<file path="config.mk">
export PLATFORM = sky130hd
export DESIGN_NAME = button_conditioner
export DESIGN_NICKNAME = d
export VERILOG_FILES = /design/src/rtl/button_conditioner.sv
export SDC_FILE = /design/constraint.sdc
export NUM_CORES = 1
export LEC_CHECK = 0
export CAP_MARGIN = 5
export CORE_UTILIZATION = 52
export DETAILED_ROUTE_END_ITERATION = 16
export MAX_ROUTING_LAYER = met4
export PLACE_DENSITY = 0.79
export SETUP_SLACK_MARGIN = 0.2
export SLEW_MARGIN = 25
export SYNTH_ARGS = -nofsm -noshare
export SYNTH_HDL_FRONTEND = slang
export SYNTH_SLANG_ARGS = --single-unit
</file>
<file path="constraint.sdc">
create_clock -name clk -period 3.25 [get_ports clk]
set_clock_uncertainty 0.05 [all_clocks]
set_input_delay 0.325 -clock clk [delete_from_list [all_inputs] [get_ports clk]]
set_output_delay 0.325 -clock clk [all_outputs]
set_load 0.1 [all_outputs]
</file>
<file path="src/rtl/button_conditioner.sv">
// Three-channel push-button conditioner: 2-flop synchronizer, persistence-count
// debounce and registered rise/fall pulses for each channel independently.
module button_conditioner #(
    parameter int unsigned DEBOUNCE_CYCLES = 4
) (
    input  logic       clk,
    input  logic       rst_n,
    input  logic [3:1] btn_raw,
    output logic [3:1] b,
    output logic [3:1] b_rise,
    output logic [3:1] b_fall
);

    localparam int unsigned CW = (DEBOUNCE_CYCLES > 1) ? $clog2(DEBOUNCE_CYCLES) : 1;
    localparam logic [CW-1:0] CNT_MAX = CW'(DEBOUNCE_CYCLES - 1);

    for (genvar g = 1; g <= 3; g++) begin : g_ch
        logic          sync1;
        logic          sync2;
        logic          level;
        logic          rise;
        logic          fall;
        logic [CW-1:0] cnt;

        always_ff @(posedge clk or negedge rst_n) begin
            if (!rst_n) begin
                sync1 <= 1'b0;
                sync2 <= 1'b0;
                level <= 1'b0;
                rise  <= 1'b0;
                fall  <= 1'b0;
                cnt   <= '0;
            end else begin
                sync1 <= btn_raw[g];
                sync2 <= sync1;
                rise  <= 1'b0;
                fall  <= 1'b0;
                if (sync2 == level) begin
                    cnt <= '0;
                end else if (cnt == CNT_MAX) begin
                    // Deviation persisted long enough: accept it and pulse once.
                    level <= sync2;
                    rise  <= sync2;
                    fall  <= ~sync2;
                    cnt   <= '0;
                end else begin
                    cnt <= cnt + CW'(1);
                end
            end
        end

        assign b[g]      = level;
        assign b_rise[g] = rise;
        assign b_fall[g] = fall;
    end

endmodule

</file>
Word level (Yosys, flattened, before mapping)
Cells that the tools add are included.

Bits in registers: 21. Bits of input ports: 5. Logic and storage cells: 54.

Add/sub/neg operators: 3. Equality and inequality tests: 6. Mux-type cells: 18. Bitwise operators: 6. Reductions and logical operators: 3.

Operators by type and width (number): 2-to-1 mux 1 bit (12); 2-to-1 mux 2 bit (6); adder 2 x 1 -> 2 bit (second input constant) (3); == test 2 bit (second input constant) (3); inverter 1 bit (6); AND reduction 2 bit (3); == test 1 bit (3).

Logic depth before layout (Yosys ltp)
Depth in word-level cells: 3. Mapped depth: 3.

Least setup slack after synthesis
No wires, ideal clock.

Path kind: register to register. Start point: register g_ch[1].cnt[0]. End point: register g_ch[1].level. Data arrival time: 0.903 ns. Data required time: 3.072 ns. Setup slack: 2.169 ns. Stages on the path, launching flop included: 3. Path through: dfrtp_1 > ha_1 > mux2_1.

Longest elaborated chain between the ends: 2.

Ends and longest elaborated chain: start, declared (RTL line 23) `logic [CW-1:0] cnt;`; start signal, assigned (RTL line 47) `cnt <= cnt + CW'(1);`; == test 2 bit (RTL line 40) `end else if (cnt == CNT_MAX) begin`; AND reduction 2 bit (no source line); end signal, assigned (RTL line 42) `level <= sync2;`; end, declared (RTL line 20) `logic level;`.

No other way between the ends. A chain may end at the register's enable or synchronous reset.

Final worst setup path
Start point: register g_ch[1].level. End point: output port b[1] in the netlist's numbering.

RTL lines: end, declared (RTL line 9) `output logic [3:1] b,`.

No word-level cell between the ends.

==> flow_metrics.tcl <==
set metrics [dict create \
    start_kind "flop" \
    setup_slack_ps 1030 \
    post_cts_resized 0 \
    p_leak_uw 0.000418 \
    cts_root_buf "clkbuf_4" \
    fillerInstances 94 \
    post_drt_wl_per_cell_um 11.7 \
    fin_crit_sh_pct 68.4 \
    required_ps 2870 \
    critical-path-max-stage-delay_ps 1150 \
    num_io_pins 14 \
    synth-edff-count 0 \
    drc 0 \
    h-tree-depth 1 \
    antenna_found_initial 0 \
    first_pass_iters 4 \
    cp.arrival_ps 1850 \
    grt_usage_pct 14.3 \
    r2r_slack_ps 2100 \
    drtAntennaViolNets 0 \
    cp.depth 1 \
    syn_inst 55 \
    cts_sinks 21 \
    cp-startpoint "g_ch[1].level" \
    gp_congestion 0.721 \
    synth.most_common_cell "dfrtp_1" \
    syn2layout_area_growth_pct 13.7 \
    ys_types 13 \
    critPathKind "flop to output pin" \
    die_width_um 40.8 \
    final_net_count 72 \
    design_area_um2 892 \
    ys_warn_count 0 \
    netlist_top_cells_area "dfrtp_1 (67%), buf_4 (8.6%), ha_1 (4.8%)" \
    grt_setup_unrepaired "false" \
    via_per_inst 4.87 \
    worstHoldPathType "flop to flop" \
    cp_top_family "buffers and inverters" \
    drtIter0Drc 1 \
    clockBufferDepth 2 \
    crit_end "b[1]" \
    cpMaxStageDelayCell "clkdlybuf4s50_1" \
    port_buffers 13 \
    setup_viol 0 \
    yosys-top-cells-count "dfrtp_1 (21), buf_4 (9)" \
    syn_area_um2 785 \
    clock_latency_ps 290 \
    outcome "finished clean" \
    post_route_cells_drive_above_1_share_pct 12.7 \
    layout_min_cycle_time_ps 2220 \
    vias 380 \
    synth_top_area_share_pct 67.0 \
    worstReg2RegStart "g_ch[1].cnt[0]" \
    post_dp_cell_area_um2 866 \
    setup_tns_ps 0 \
    endpoint_kind "output pin" \
    syn_nets 63 \
    rows 13 \
    grt_max_degree 22 \
    relSlewSlack_pct 35.4 \
    regToRegEndpoint "g_ch[1].level" \
    instances_no_fill 78 \
    grtUsageMet3_pct 3.26 \
    grt_pass1_wl_um 1390 \
    die_area_um2 1670 \
    cp_cell_sequence "clkdlybuf4s50_1" \
    synth_seq_cells 21 \
    initial_utilization_pct 58.1 \
    hold_buffers 0 \
    dpl.cell_count 74 \
    max-cap-violations 0 \
    dp_slack_ps 1350 \
    die_h_um 40.8 \
    crit_fanout 5 \
    cp_num_buf_inv 1 \
    seq_area_frac_synth_pct 67.0 \
    top_usage_layer "met2" \
    grt_overflow_total 0 \
    synth_area_per_cell_um2 14.3 \
    core-area_um2 1350 \
    worst_pin_slew_ps 967 \
    use_met2_pct 22.7 \
    ff2ff_path_depth 2 \
    routed_wl_um 911 \
    n_antenna_cell 0 \
    synth_async_sr_flop_share_pct 100 \
    max_freq_ghz 0.450 \
    grt_use_met1_pct 15.6 \
    hold_viol 0 \
    total_power_uw 796 \
    slew_viol_final 0 \
    path_clk_slew_ps 100 \
    synthFlopType "dfrtp_1" \
    yosys.area.top_type "dfrtp_1" \
    power_density_nw_per_um2 892 \
    cts_setup_buffers 0 \
    cts_tree "yes" \
    vdd_drop_max_mv 0.435 \
    numCtsBuffers 3 \
    grt_pass1_vias 333 \
]
-- report_power, final --
part           internal [µW]  total [µW]  switching [µW]
logic                   97.4         324             227
registers                317         355            38.3
clock network           47.6         116            68.8
-- state kept, by name (all words and copies together), names as in the netlist --
register / flops
g_ch.cnt: 6
g_ch.fall: 3
g_ch.level: 3
g_ch.rise: 3
g_ch.sync1: 3
g_ch.sync2: 3
-- stage by stage --
step                hold slack (ps)  utilization [%]
finish                          313             66.1
global route                    321             66.1
CTS                             316             66.1
detailed placement              291             64.1
global placement                289             64.1
floorplan                     -20.6                -
-- metal layers --
layer,vias up,routed length (µm)
li1,186,-
met1,183,418
met2,9,448
met3,2,32
met4,0,11
met5,-,0
-- cell families (layout without fill, tap and decap cells) --
group	count (synthesis)	in the layout	share of synthesized area [%]
muxes	1	1	1.44
xor gates and xnor gates	3	3	3.35
buffers and inverters	11	19	9.57
and+or+nand+nor	14	14	12.6
DFF	21	21	67.0
AOI/OAI and AO/OA	2	2	1.28
adders and majority gates	3	3	4.79
-- worst register-to-register path, cell delays in order, from the launching register on --
cell and delay, ps:
dfrtp_1 410, ha_1 260, mux2_1 320
-- placed cells by master (no fill, tap or decap), drive strengths merged --
master / n
nor2: 2
ha: 3
and3b: 2
clkdlybuf4s50: 13
nor3: 3
nor3b: 2
mux2: 1
clkbuf: 4
o21ai: 2
nand2: 2
dfrtp: 21
xnor2: 3
inv: 2
nor2b: 3
-- how the worst min path moves through the flow --
stage | start | end | slack [ps] | cells after the start
floorplan | rst_n | g_ch[1].cnt[0] | -20 | 0
global route | g_ch[1].sync1 | g_ch[1].sync2 | 320 | 0
detailed placement | g_ch[3].sync1 | g_ch[3].sync2 | 290 | 0
CTS | g_ch[1].sync1 | g_ch[1].sync2 | 320 | 0
finish | g_ch[1].sync1 | g_ch[1].sync2 | 310 | 0
global placement | g_ch[2].sync1 | g_ch[2].sync2 | 290 | 0
-- final cells by class --
class | instances | area (µm²) | share of cell area (%)
multi-input cells | 23 | 184 | 20.6
flip-flops and latches | 21 | 526 | 58.9
repair buffers | 13 | 130 | 14.6
inverters | 2 | 7.51 | 0.842
clock buffers | 4 | 26.3 | 2.95
well taps | 15 | 18.8 | 2.10
Note: power is estimated with default switching activity, not from simulation.
